## config.mk

```make
export PLATFORM = sky130hd
export DESIGN_NAME = ahb_txn_tap
export DESIGN_NICKNAME = d
export VERILOG_FILES = /design/src/rtl/ahb_tap_pkg.sv /design/src/rtl/ahb_tap_fifo.sv /design/src/rtl/ahb_txn_tap.sv
export SDC_FILE = /design/constraint.sdc
export NUM_CORES = 1
export LEC_CHECK = 0
export CORE_ASPECT_RATIO = 0.75
export CORE_MARGIN = 1
export CORE_UTILIZATION = 25
export CTS_CLUSTER_DIAMETER = 200
export DETAILED_ROUTE_END_ITERATION = 12
export GPL_TIMING_DRIVEN = 0
export SETUP_SLACK_MARGIN = 0.5
export SLEW_MARGIN = 20
export SYNTH_ARGS = -nofsm -noshare
export SYNTH_HDL_FRONTEND = slang
export SYNTH_HIERARCHICAL = 1
export SYNTH_SLANG_ARGS = --single-unit
```

## constraint.sdc

```tcl
create_clock -name HCLK -period 9.45 [get_ports HCLK]
set_input_delay 0.945 -clock HCLK [delete_from_list [all_inputs] [get_ports HCLK]]
set_output_delay 0.945 -clock HCLK [all_outputs]
set_load 0.05 [all_outputs]
```

## src/rtl/ahb_tap_pkg.sv

```systemverilog
// ahb_tap_pkg
// Shared constants and types for the AHB-lite transaction tap:
//   - HTRANS / HRESP encodings
//   - data-phase tracking FSM state type
//   - wait-state saturation limit and a saturating 8-bit increment
//   - width of the non-address/non-data part of a packed record
package ahb_tap_pkg;

    localparam logic [1:0] HTRANS_IDLE   = 2'b00;
    localparam logic [1:0] HTRANS_BUSY   = 2'b01;
    localparam logic [1:0] HTRANS_NONSEQ = 2'b10;
    localparam logic [1:0] HTRANS_SEQ    = 2'b11;

    localparam logic HRESP_OKAY  = 1'b0;
    localparam logic HRESP_ERROR = 1'b1;

    localparam logic [7:0] WAIT_MAX = 8'd255;

    // write(1) + size(3) + burst(3) + prot(4) + resp(1) + waits(8)
    localparam int REC_CTRL_W = 20;

    typedef enum logic {
        PH_IDLE = 1'b0,
        PH_DATA = 1'b1
    } phase_e;

    function automatic logic [7:0] sat_inc8(input logic [7:0] v);
        return (v == WAIT_MAX) ? v : v + 8'd1;
    endfunction

endpackage

```

## src/rtl/ahb_tap_fifo.sv

```systemverilog
// ahb_tap_fifo
// Show-ahead synchronous FIFO holding packed transfer records.
// Ports:
//   clk, rst_n        clock, asynchronous active-low reset
//   push, push_data   write request and record; ignored when full unless
//                     a pop happens on the same edge
//   full              occupancy equals DEPTH
//   pop               read request; ignored when empty
//   pop_data          head entry (valid whenever empty=0)
//   empty             no entries
//   level             current occupancy, 0..DEPTH
module ahb_tap_fifo
    import ahb_tap_pkg::*;
#(
    parameter int WIDTH = 86,
    parameter int DEPTH = 8
) (
    input  logic                     clk,
    input  logic                     rst_n,
    input  logic                     push,
    input  logic [WIDTH-1:0]         push_data,
    output logic                     full,
    input  logic                     pop,
    output logic [WIDTH-1:0]         pop_data,
    output logic                     empty,
    output logic [$clog2(DEPTH):0]   level
);

    localparam int AW    = $clog2(DEPTH);
    localparam int LVL_W = AW + 1;

    logic [WIDTH-1:0] mem_q [DEPTH];
    logic [AW-1:0]    wr_ptr_q, wr_ptr_d;
    logic [AW-1:0]    rd_ptr_q, rd_ptr_d;
    logic [LVL_W-1:0] count_q,  count_d;
    logic             push_ok, pop_ok;

    assign full     = (count_q == LVL_W'(DEPTH));
    assign empty    = (count_q == '0);
    assign level    = count_q;
    assign pop_data = mem_q[rd_ptr_q];

    always_comb begin
        pop_ok   = pop & ~empty;
        // A pop on the same edge frees the slot, so a push into a full FIFO still lands.
        push_ok  = push & (~full | pop_ok);
        wr_ptr_d = wr_ptr_q;
        rd_ptr_d = rd_ptr_q;
        count_d  = count_q;
        if (push_ok) begin
            wr_ptr_d = wr_ptr_q + AW'(1);
        end
        if (pop_ok) begin
            rd_ptr_d = rd_ptr_q + AW'(1);
        end
        case ({push_ok, pop_ok})
            2'b10:   count_d = count_q + LVL_W'(1);
            2'b01:   count_d = count_q - LVL_W'(1);
            default: count_d = count_q;
        endcase
    end

    always_ff @(posedge clk or negedge rst_n) begin
        if (!rst_n) begin
            wr_ptr_q <= '0;
            rd_ptr_q <= '0;
            count_q  <= '0;
        end else begin
            wr_ptr_q <= wr_ptr_d;
            rd_ptr_q <= rd_ptr_d;
            count_q  <= count_d;
        end
    end

    // Storage needs no reset: nothing is visible until count_q says so.
    always_ff @(posedge clk) begin
        if (push_ok) begin
            mem_q[wr_ptr_q] <= push_data;
        end
    end

endmodule

```

## src/rtl/ahb_txn_tap.sv

```systemverilog
// ahb_txn_tap
// Passive AHB-lite monitor. Pairs every accepted address phase with its
// data phase and queues one completed-transfer record per transfer.
// Never drives the bus.
// Ports:
//   HCLK, HRESET            bus clock, asynchronous active-low reset
//   HSEL..HRESP             observed AHB-lite signals (inputs only)
//   txn_valid/txn_ready     record stream handshake (show-ahead head)
//   txn_addr..txn_waits     head record fields; all zero while empty
//   ovf_clr                 clears overflow and drop_cnt
//   overflow, drop_cnt      sticky drop flag, saturating drop counter
//   level                   record FIFO occupancy
//
// state   | meaning
// PH_IDLE | no address phase outstanding
// PH_DATA | address accepted, waiting for its data phase to complete
module ahb_txn_tap
    import ahb_tap_pkg::*;
#(
    parameter int ADDR_W = 32,
    parameter int DATA_W = 32,
    parameter int SEL_W  = 2,
    parameter int DEPTH  = 8
) (
    input  logic                   HCLK,
    input  logic                   HRESET,
    input  logic [SEL_W-1:0]       HSEL,
    input  logic [ADDR_W-1:0]      HADDR,
    input  logic                   HWRITE,
    input  logic [2:0]             HSIZE,
    input  logic [2:0]             HBURST,
    input  logic [3:0]             HPROT,
    input  logic [1:0]             HTRANS,
    input  logic [DATA_W-1:0]      HWDATA,
    input  logic [DATA_W-1:0]      HRDATA,
    input  logic                   HREADY,
    input  logic                   HRESP,
    input  logic                   txn_ready,
    output logic                   txn_valid,
    output logic [ADDR_W-1:0]      txn_addr,
    output logic                   txn_write,
    output logic [2:0]             txn_size,
    output logic [2:0]             txn_burst,
    output logic [3:0]             txn_prot,
    output logic [SEL_W-1:0]       txn_sel,
    output logic [DATA_W-1:0]      txn_data,
    output logic                   txn_resp,
    output logic [7:0]             txn_waits,
    input  logic                   ovf_clr,
    output logic                   overflow,
    output logic [7:0]             drop_cnt,
    output logic [$clog2(DEPTH):0] level
);

    localparam int REC_W = ADDR_W + DATA_W + SEL_W + REC_CTRL_W;

    phase_e            state_q, state_d;
    logic [ADDR_W-1:0] pend_addr_q,  pend_addr_d;
    logic              pend_write_q, pend_write_d;
    logic [2:0]        pend_size_q,  pend_size_d;
    logic [2:0]        pend_burst_q, pend_burst_d;
    logic [3:0]        pend_prot_q,  pend_prot_d;
    logic [SEL_W-1:0]  pend_sel_q,   pend_sel_d;
    logic [7:0]        wait_q,       wait_d;
    logic              overflow_q,   overflow_d;
    logic [7:0]        drop_cnt_q,   drop_cnt_d;

    logic              trans_active;
    logic              addr_acc;
    logic              rec_push;
    logic              rec_pop;
    logic              drop;
    logic [DATA_W-1:0] rec_data;
    logic              rec_resp;
    logic [REC_W-1:0]  rec_wdata;
    logic [REC_W-1:0]  fifo_rd_data;
    logic [REC_W-1:0]  head_rec;
    logic              fifo_full;
    logic              fifo_empty;

    always_comb begin
        case (HTRANS)
            HTRANS_NONSEQ, HTRANS_SEQ: trans_active = 1'b1;
            HTRANS_IDLE, HTRANS_BUSY:  trans_active = 1'b0;
            default:                   trans_active = 1'b0;
        endcase
    end

    assign addr_acc = HREADY & trans_active & (|HSEL);
    assign rec_data = pend_write_q ? HWDATA : HRDATA;
    assign rec_resp = (HRESP == HRESP_ERROR);

    always_comb begin
        state_d      = state_q;
        pend_addr_d  = pend_addr_q;
        pend_write_d = pend_write_q;
        pend_size_d  = pend_size_q;
        pend_burst_d = pend_burst_q;
        pend_prot_d  = pend_prot_q;
        pend_sel_d   = pend_sel_q;
        wait_d       = wait_q;
        rec_push     = 1'b0;

        case (state_q)
            PH_IDLE: begin
                if (addr_acc) begin
                    state_d = PH_DATA;
                end
            end
            PH_DATA: begin
                if (!HREADY) begin
                    wait_d = sat_inc8(wait_q);
                end else begin
                    rec_push = 1'b1;
                    // Pipelined AHB: the completing edge may also carry the next address.
                    state_d  = addr_acc ? PH_DATA : PH_IDLE;
                end
            end
            default: state_d = PH_IDLE;
        endcase

        // The pending register is only overwritten on an accept, which needs
        // HREADY=1, i.e. after the record above has already been built.
        if (addr_acc) begin
            pend_addr_d  = HADDR;
            pend_write_d = HWRITE;
            pend_size_d  = HSIZE;
            pend_burst_d = HBURST;
            pend_prot_d  = HPROT;
            pend_sel_d   = HSEL;
            wait_d       = 8'd0;
        end
    end

    assign rec_wdata = {pend_addr_q, rec_data, pend_sel_q, pend_write_q, pend_size_q,
                        pend_burst_q, pend_prot_q, rec_resp, wait_q};

    assign txn_valid = ~fifo_empty;
    assign rec_pop   = txn_valid & txn_ready;
    assign drop      = rec_push & fifo_full & ~rec_pop;

    always_comb begin
        overflow_d = overflow_q;
        drop_cnt_d = drop_cnt_q;
        // A drop on the clearing edge must stay visible, so it beats ovf_clr.
        if (drop) begin
            overflow_d = 1'b1;
            drop_cnt_d = ovf_clr ? 8'd1 : sat_inc8(drop_cnt_q);
        end else if (ovf_clr) begin
            overflow_d = 1'b0;
            drop_cnt_d = 8'd0;
        end
    end

    always_ff @(posedge HCLK or negedge HRESET) begin
        if (!HRESET) begin
            state_q      <= PH_IDLE;
            pend_addr_q  <= '0;
            pend_write_q <= 1'b0;
            pend_size_q  <= '0;
            pend_burst_q <= '0;
            pend_prot_q  <= '0;
            pend_sel_q   <= '0;
            wait_q       <= '0;
            overflow_q   <= 1'b0;
            drop_cnt_q   <= '0;
        end else begin
            state_q      <= state_d;
            pend_addr_q  <= pend_addr_d;
            pend_write_q <= pend_write_d;
            pend_size_q  <= pend_size_d;
            pend_burst_q <= pend_burst_d;
            pend_prot_q  <= pend_prot_d;
            pend_sel_q   <= pend_sel_d;
            wait_q       <= wait_d;
            overflow_q   <= overflow_d;
            drop_cnt_q   <= drop_cnt_d;
        end
    end

    ahb_tap_fifo #(
        .WIDTH (REC_W),
        .DEPTH (DEPTH)
    ) u_fifo (
        .clk       (HCLK),
        .rst_n     (HRESET),
        .push      (rec_push),
        .push_data (rec_wdata),
        .full      (fifo_full),
        .pop       (rec_pop),
        .pop_data  (fifo_rd_data),
        .empty     (fifo_empty),
        .level     (level)
    );

    // FIFO storage is not reset, so the head is masked to zero while empty.
    assign head_rec = fifo_empty ? '0 : fifo_rd_data;
    assign {txn_addr, txn_data, txn_sel, txn_write, txn_size,
            txn_burst, txn_prot, txn_resp, txn_waits} = head_rec;

    assign overflow = overflow_q;
    assign drop_cnt = drop_cnt_q;

endmodule

```

==> flow_summary.html <==
<table>
<tr><th>Metric</th><th>Value</th></tr>
<tr><th colspan="2">Cells and area</th></tr>
<tr><td>Layout Nets</td><td>2000</td></tr>
<tr><td>Finished Core Util</td><td>32.0%</td></tr>
<tr><td>Share of cells above drive strength 1</td><td>22.5%</td></tr>
<tr><td>Filler-free cell count of the finished design</td><td>3570</td></tr>
<tr><td>Area overhead of the layout relative to synthesis</td><td>26.2%</td></tr>
<tr><td>Area of the multi-input gates</td><td>7730 sq um</td></tr>
<tr><td>Register cell area after layout</td><td>22500 sq um</td></tr>
<tr><td>Most frequent standard cell in the layout excluding fill and tap cells</td><td>sky130_fd_sc_hd__edfxtp_1</td></tr>
<tr><td>Filler cells</td><td>11.6k</td></tr>
<tr><td>Most frequent cells in the layout</td><td>688 x sky130_fd_sc_hd__edfxtp_1, 214 x sky130_fd_sc_hd__clkdlybuf4s50_1, 148 x sky130_fd_sc_hd__nand2_1</td></tr>
<tr><th colspan="2">Setup path</th></tr>
<tr><td>Slowest cell on the critical path</td><td>sky130_fd_sc_hd__clkbuf_1</td></tr>
<tr><td>Critical path arrival</td><td>4.45 ns</td></tr>
<tr><td>Largest driver fanout on the critical path</td><td>10</td></tr>
<tr><td>Critical Path End Type</td><td>output pin</td></tr>
<tr><td>Launching element type of the critical path</td><td>flop</td></tr>
<tr><td>Largest stage delay, worst path</td><td>0.84 ns</td></tr>
<tr><td>WS Path Type</td><td>reg -&gt; out</td></tr>
<tr><td>Series of cell instances along the critical path</td><td>or3_1, buf_4, nor2_2, buf_6, clkbuf_1, clkbuf_1, and2b_1, clkdlybuf4s50_1</td></tr>
<tr><td>Cell repeated most along the worst path</td><td>sky130_fd_sc_hd__clkbuf_1</td></tr>
<tr><td>Required time at the worst-slack endpoint</td><td>8.51 ns</td></tr>
<tr><th colspan="2">STA</th></tr>
<tr><td>Maximum clock frequency</td><td>185 MHz</td></tr>
<tr><td>Number of failing hold endpoints at the final stage</td><td>0</td></tr>
<tr><td>Final period util</td><td>57.1%</td></tr>
<tr><td>Crit path time final</td><td>5.39 ns</td></tr>
<tr><td>Max-Slew Margin vs Limit</td><td>26.5%</td></tr>
<tr><td>Least-Margin Pin Slew</td><td>1.10 ns</td></tr>
<tr><td>Post-route clock skew</td><td>0.0306 ns</td></tr>
<tr><td>Total of endpoints with negative setup slack in the final report</td><td>0</td></tr>
<tr><td>RSZ-0062 raised after global routing</td><td>false</td></tr>
<tr><td>Fin. max-slew vios</td><td>0</td></tr>
<tr><th colspan="2">Clock tree</th></tr>
<tr><td>Number of gates resized after cts</td><td>0</td></tr>
<tr><td>CTS root buf</td><td>sky130_fd_sc_hd__clkbuf_16</td></tr>
<tr><td>Max Root-Sink Buffers</td><td>3</td></tr>
<tr><td>CTS clock-pin slew for the worst setup and hold paths</td><td>0.06 ns</td></tr>
<tr><td>Hold bufs inserted after CTS</td><td>0</td></tr>
<tr><td>Number of H-tree levels</td><td>3</td></tr>
<tr><td>Worst-Skew Late Latency</td><td>0.64 ns</td></tr>
<tr><td>CTS tree</td><td>built</td></tr>
<tr><td>Buffer count from post-CTS setup fixing</td><td>0</td></tr>
<tr><td>TritonCTS Sinks</td><td>761</td></tr>
<tr><td>CTS buffer count</td><td>82</td></tr>
<tr><th colspan="2">Power</th></tr>
<tr><td>Worst vdd ir</td><td>294 uV</td></tr>
<tr><td>Portion of total power attributed to combinational logic</td><td>38.3%</td></tr>
<tr><td>Part of the power in registers</td><td>34.5%</td></tr>
<tr><td>Leak</td><td>13.2 nW</td></tr>
<tr><td>Power density cells</td><td>307 nW/um^2</td></tr>
<tr><td>Net Sw Power</td><td>0.00422 W</td></tr>
<tr><td>Fraction of power spent switching nets</td><td>35.5%</td></tr>
<tr><td>Design internal power</td><td>0.00767 W</td></tr>
<tr><td>Clock network fraction of total power</td><td>27.2%</td></tr>
<tr><th colspan="2">Synth</th></tr>
<tr><td>Number of instances in the synthesized netlist</td><td>1487</td></tr>
<tr><td>Multiplexer area fraction after synthesis</td><td>19.1%</td></tr>
<tr><td>Post-synthesis async set-or-reset flop share</td><td>9.59%</td></tr>
<tr><td>Mean instance size in the synthesized netlist</td><td>20.6 sq um</td></tr>
<tr><td>Post-synthesis adder-cell area fraction</td><td>0.310%</td></tr>
<tr><td>Number of distinct library cell variants in the gate-level netlist after synthesis</td><td>52</td></tr>
<tr><td>Synthesized-area fraction occupied by ao, oa, aoi and oai cells</td><td>0.609%</td></tr>
<tr><td>Number of synthesized flops with an enable pin</td><td>688</td></tr>
<tr><td>Dominant synthesized flop cell</td><td>sky130_fd_sc_hd__edfxtp_1</td></tr>
<tr><td>Cells taking the most area after synthesis</td><td>sky130_fd_sc_hd__edfxtp_1 67%, sky130_fd_sc_hd__mux4_1 12%, sky130_fd_sc_hd__dfrtp_1 6.0%</td></tr>
<tr><td>Top cell type's share of synthesized area</td><td>67.4%</td></tr>
<tr><td>Largest area contributor in the synthesized netlist</td><td>sky130_fd_sc_hd__edfxtp_1</td></tr>
<tr><td>Total nets after synthesis</td><td>1611</td></tr>
<tr><td>Area share of xor/xnor cells in the synthesized design</td><td>0.257%</td></tr>
<tr><td>Count of state elements after synthesis</td><td>761</td></tr>
<tr><td>Synthesized cell area</td><td>30600 sq um</td></tr>
<tr><td>Sequential fraction of the synthesis area</td><td>73.4%</td></tr>
<tr><td>Yosys Warn Count</td><td>6</td></tr>
<tr><td>Largest family of logic cells by synthesized area</td><td>multiplexers</td></tr>
<tr><td>Simple logic cell fraction of the synthesized area</td><td>4.82%</td></tr>
<tr><th colspan="2">Floorplanning</th></tr>
<tr><td>Ports</td><td>217</td></tr>
<tr><td>Width of the die</td><td>406 microns</td></tr>
<tr><td>Standard cell core area</td><td>121000 sq um</td></tr>
<tr><td>DIE AREA</td><td>124000 sq um</td></tr>
<tr><td>Initial Util</td><td>25.4%</td></tr>
<tr><td>Standard-cell row count</td><td>110</td></tr>
<tr><td>Die outline height</td><td>305 microns</td></tr>
<tr><th colspan="2">Global route</th></tr>
<tr><td>Number of antenna violations at the first check in global routing</td><td>3</td></tr>
<tr><td>GRT Total Usage</td><td>12.7%</td></tr>
<tr><td>Wire length of the first global-routing pass</td><td>113000 microns</td></tr>
<tr><td>Number of global-route vias before repair</td><td>16.2k</td></tr>
<tr><td>Largest net degree at the start of global routing</td><td>59</td></tr>
<tr><td>Total congestion overflow</td><td>0</td></tr>
<tr><th colspan="2">Routing</th></tr>
<tr><td>Detailed router's first-iteration violation count</td><td>1104</td></tr>
<tr><td>Number of antenna-violating nets in the routed design</td><td>0</td></tr>
<tr><td>Sum of routed wire length over all layers</td><td>79300 microns</td></tr>
<tr><td>Avg Vias per Cell</td><td>4.31</td></tr>
<tr><td>First-pass iteration count of the detailed router</td><td>5</td></tr>
<tr><td>Via Count</td><td>15.4k</td></tr>
<tr><td>Number of remaining DRC errors</td><td>0</td></tr>
<tr><td>Final routed wire length divided by cell count</td><td>22.2 microns</td></tr>
<tr><th colspan="2">Status</th></tr>
<tr><td>Outcome</td><td>finished clean</td></tr>
<tr><th colspan="2">Place</th></tr>
<tr><td>Number of cells in the design after placement</td><td>3416</td></tr>
<tr><td>Routability-driven placement congestion ratio</td><td>0.718</td></tr>
<tr><td>Detailed-placement wirelength estimate</td><td>53300 microns</td></tr>
<tr><td>Input/output buffers</td><td>215</td></tr>
<tr><th colspan="2">Job</th></tr>
<tr><td>Max_cap viols</td><td>0</td></tr>
<tr><th colspan="2">Min path</th></tr>
<tr><td>Min-delay worst type</td><td>in -&gt; async</td></tr>
</table>
## final cells by class
class                      instances  share of cell area [%]
tap                             1624                    5.25
multi-input combinational        644                    20.0
buffer                            75                    1.16
antenna                            2                  0.0129
inverter                           7                  0.0679
clock inverter                    51                    1.33
sequential                       761                    58.1
clock buffer                     101                    5.70
timing repair buffer             305                    8.33
## metal layers
layer	routed length, microns	GRT usage (%)	vias to the layer above	share of wire [%]
li1	-	-	6858	-
met3	3790	2.32	101	4.8
met1	34900	16.7	8074	44
met4	1460	3.05	0	1.8
met5	0	0	-	0
met2	39200	21.5	353	49
## Yosys cell counts, drive strengths merged, types with 3 or more instances
cell type and instances:
a211oi 4, a21oi 4, a31oi 4, and2b 3
and3 4, buf 48, clkbuf 27, dfrtp 73
edfxtp 688, ha 6, inv 7, mux2 125
mux2i 5, mux4 172, nand2 148, nand2b 7
nand3 7, nor2 17, nor2b 87, nor3 12
o21ai 5, or2 4, xnor2 7
## through the flow
stage	cell area (sq um)	power, W	worst slack (ns)	setup TNS [ns]	hold WS [ns]
2_1_floorplan	30600	0.00717	1.08	0	0.535
3_3_place_gp	34800	0.00875	-7.33	-3389.27	0.519
3_5_place_dp	35900	0.00882	4.66	0	0.531
4_1_cts	38700	0.0121	3.92	0	0.105
5_1_grt	38700	0.0124	3.90	0	0.128
6_report	38700	0.0119	4.06	0	0.161
## worst max-delay path: cells and delay by family (launching register included)
| family | cells | cell delay, ns |
|---|---|---|
| buffers and inverters | 5 | 2.50 |
| DFF | 1 | 0.41 |
| and+or+nand+nor | 3 | 0.89 |
## sequential cells by signal, indices dropped and copies added (netlist names)
| register | flops |
|---|---|
| u_fifo/rd_ptr_q | 3 |
| pend_addr_q | 32 |
| u_fifo/level | 4 |
| overflow | 1 |
| pend_write_q | 1 |
| state_q | 1 |
| pend_size_q | 3 |
| wait_q | 8 |
| u_fifo/mem_q | 688 |
| pend_sel_q | 2 |
| drop_cnt | 8 |
| u_fifo/wr_ptr_q | 3 |
| pend_burst_q | 3 |
| pend_prot_q | 4 |
## power by group through the flow
stage | registers, W | clock network, W | logic, W
global route | 0.00412 | 0.00344 | 0.00482
floorplan | 0.00418 | 0 | 0.00299
detailed placement | 0.00417 | 0 | 0.00465
finish | 0.00410 | 0.00323 | 0.00456
global placement | 0.00421 | 0 | 0.00454
CTS | 0.00410 | 0.00333 | 0.00466
## final timing paths
kind | startpoint | cells past startpoint | endpoint | slack (ns)
worst max-delay path | u_fifo/level[1] | 8 | txn_addr[13] | 4.06
worst min-delay path | HRESET | 1 | pend_addr_q[12] | 0.16
worst max register to register | u_fifo/level[1] | 14 | u_fifo/mem_q[4][51] | 5.51
worst min register to register | overflow | 2 | overflow | 0.54
max in group asynchronous | HRESET | 2 | pend_prot_q[2] | 8.59
min in group HCLK | overflow | 2 | overflow | 0.54
## logic make-up (layout without fill, tap and decap cells)
group	after synthesis	after routing
DFF	761	761
muxes	302	302
and+or+nand+nor	302	302
buffers and inverters	82	539
AOI/OAI and AO/OA	24	24
xor gates and xnor gates	9	9
adders and majority gates	7	7
other	0	2
No activity file was read; power rests on OpenSTA's default activity.
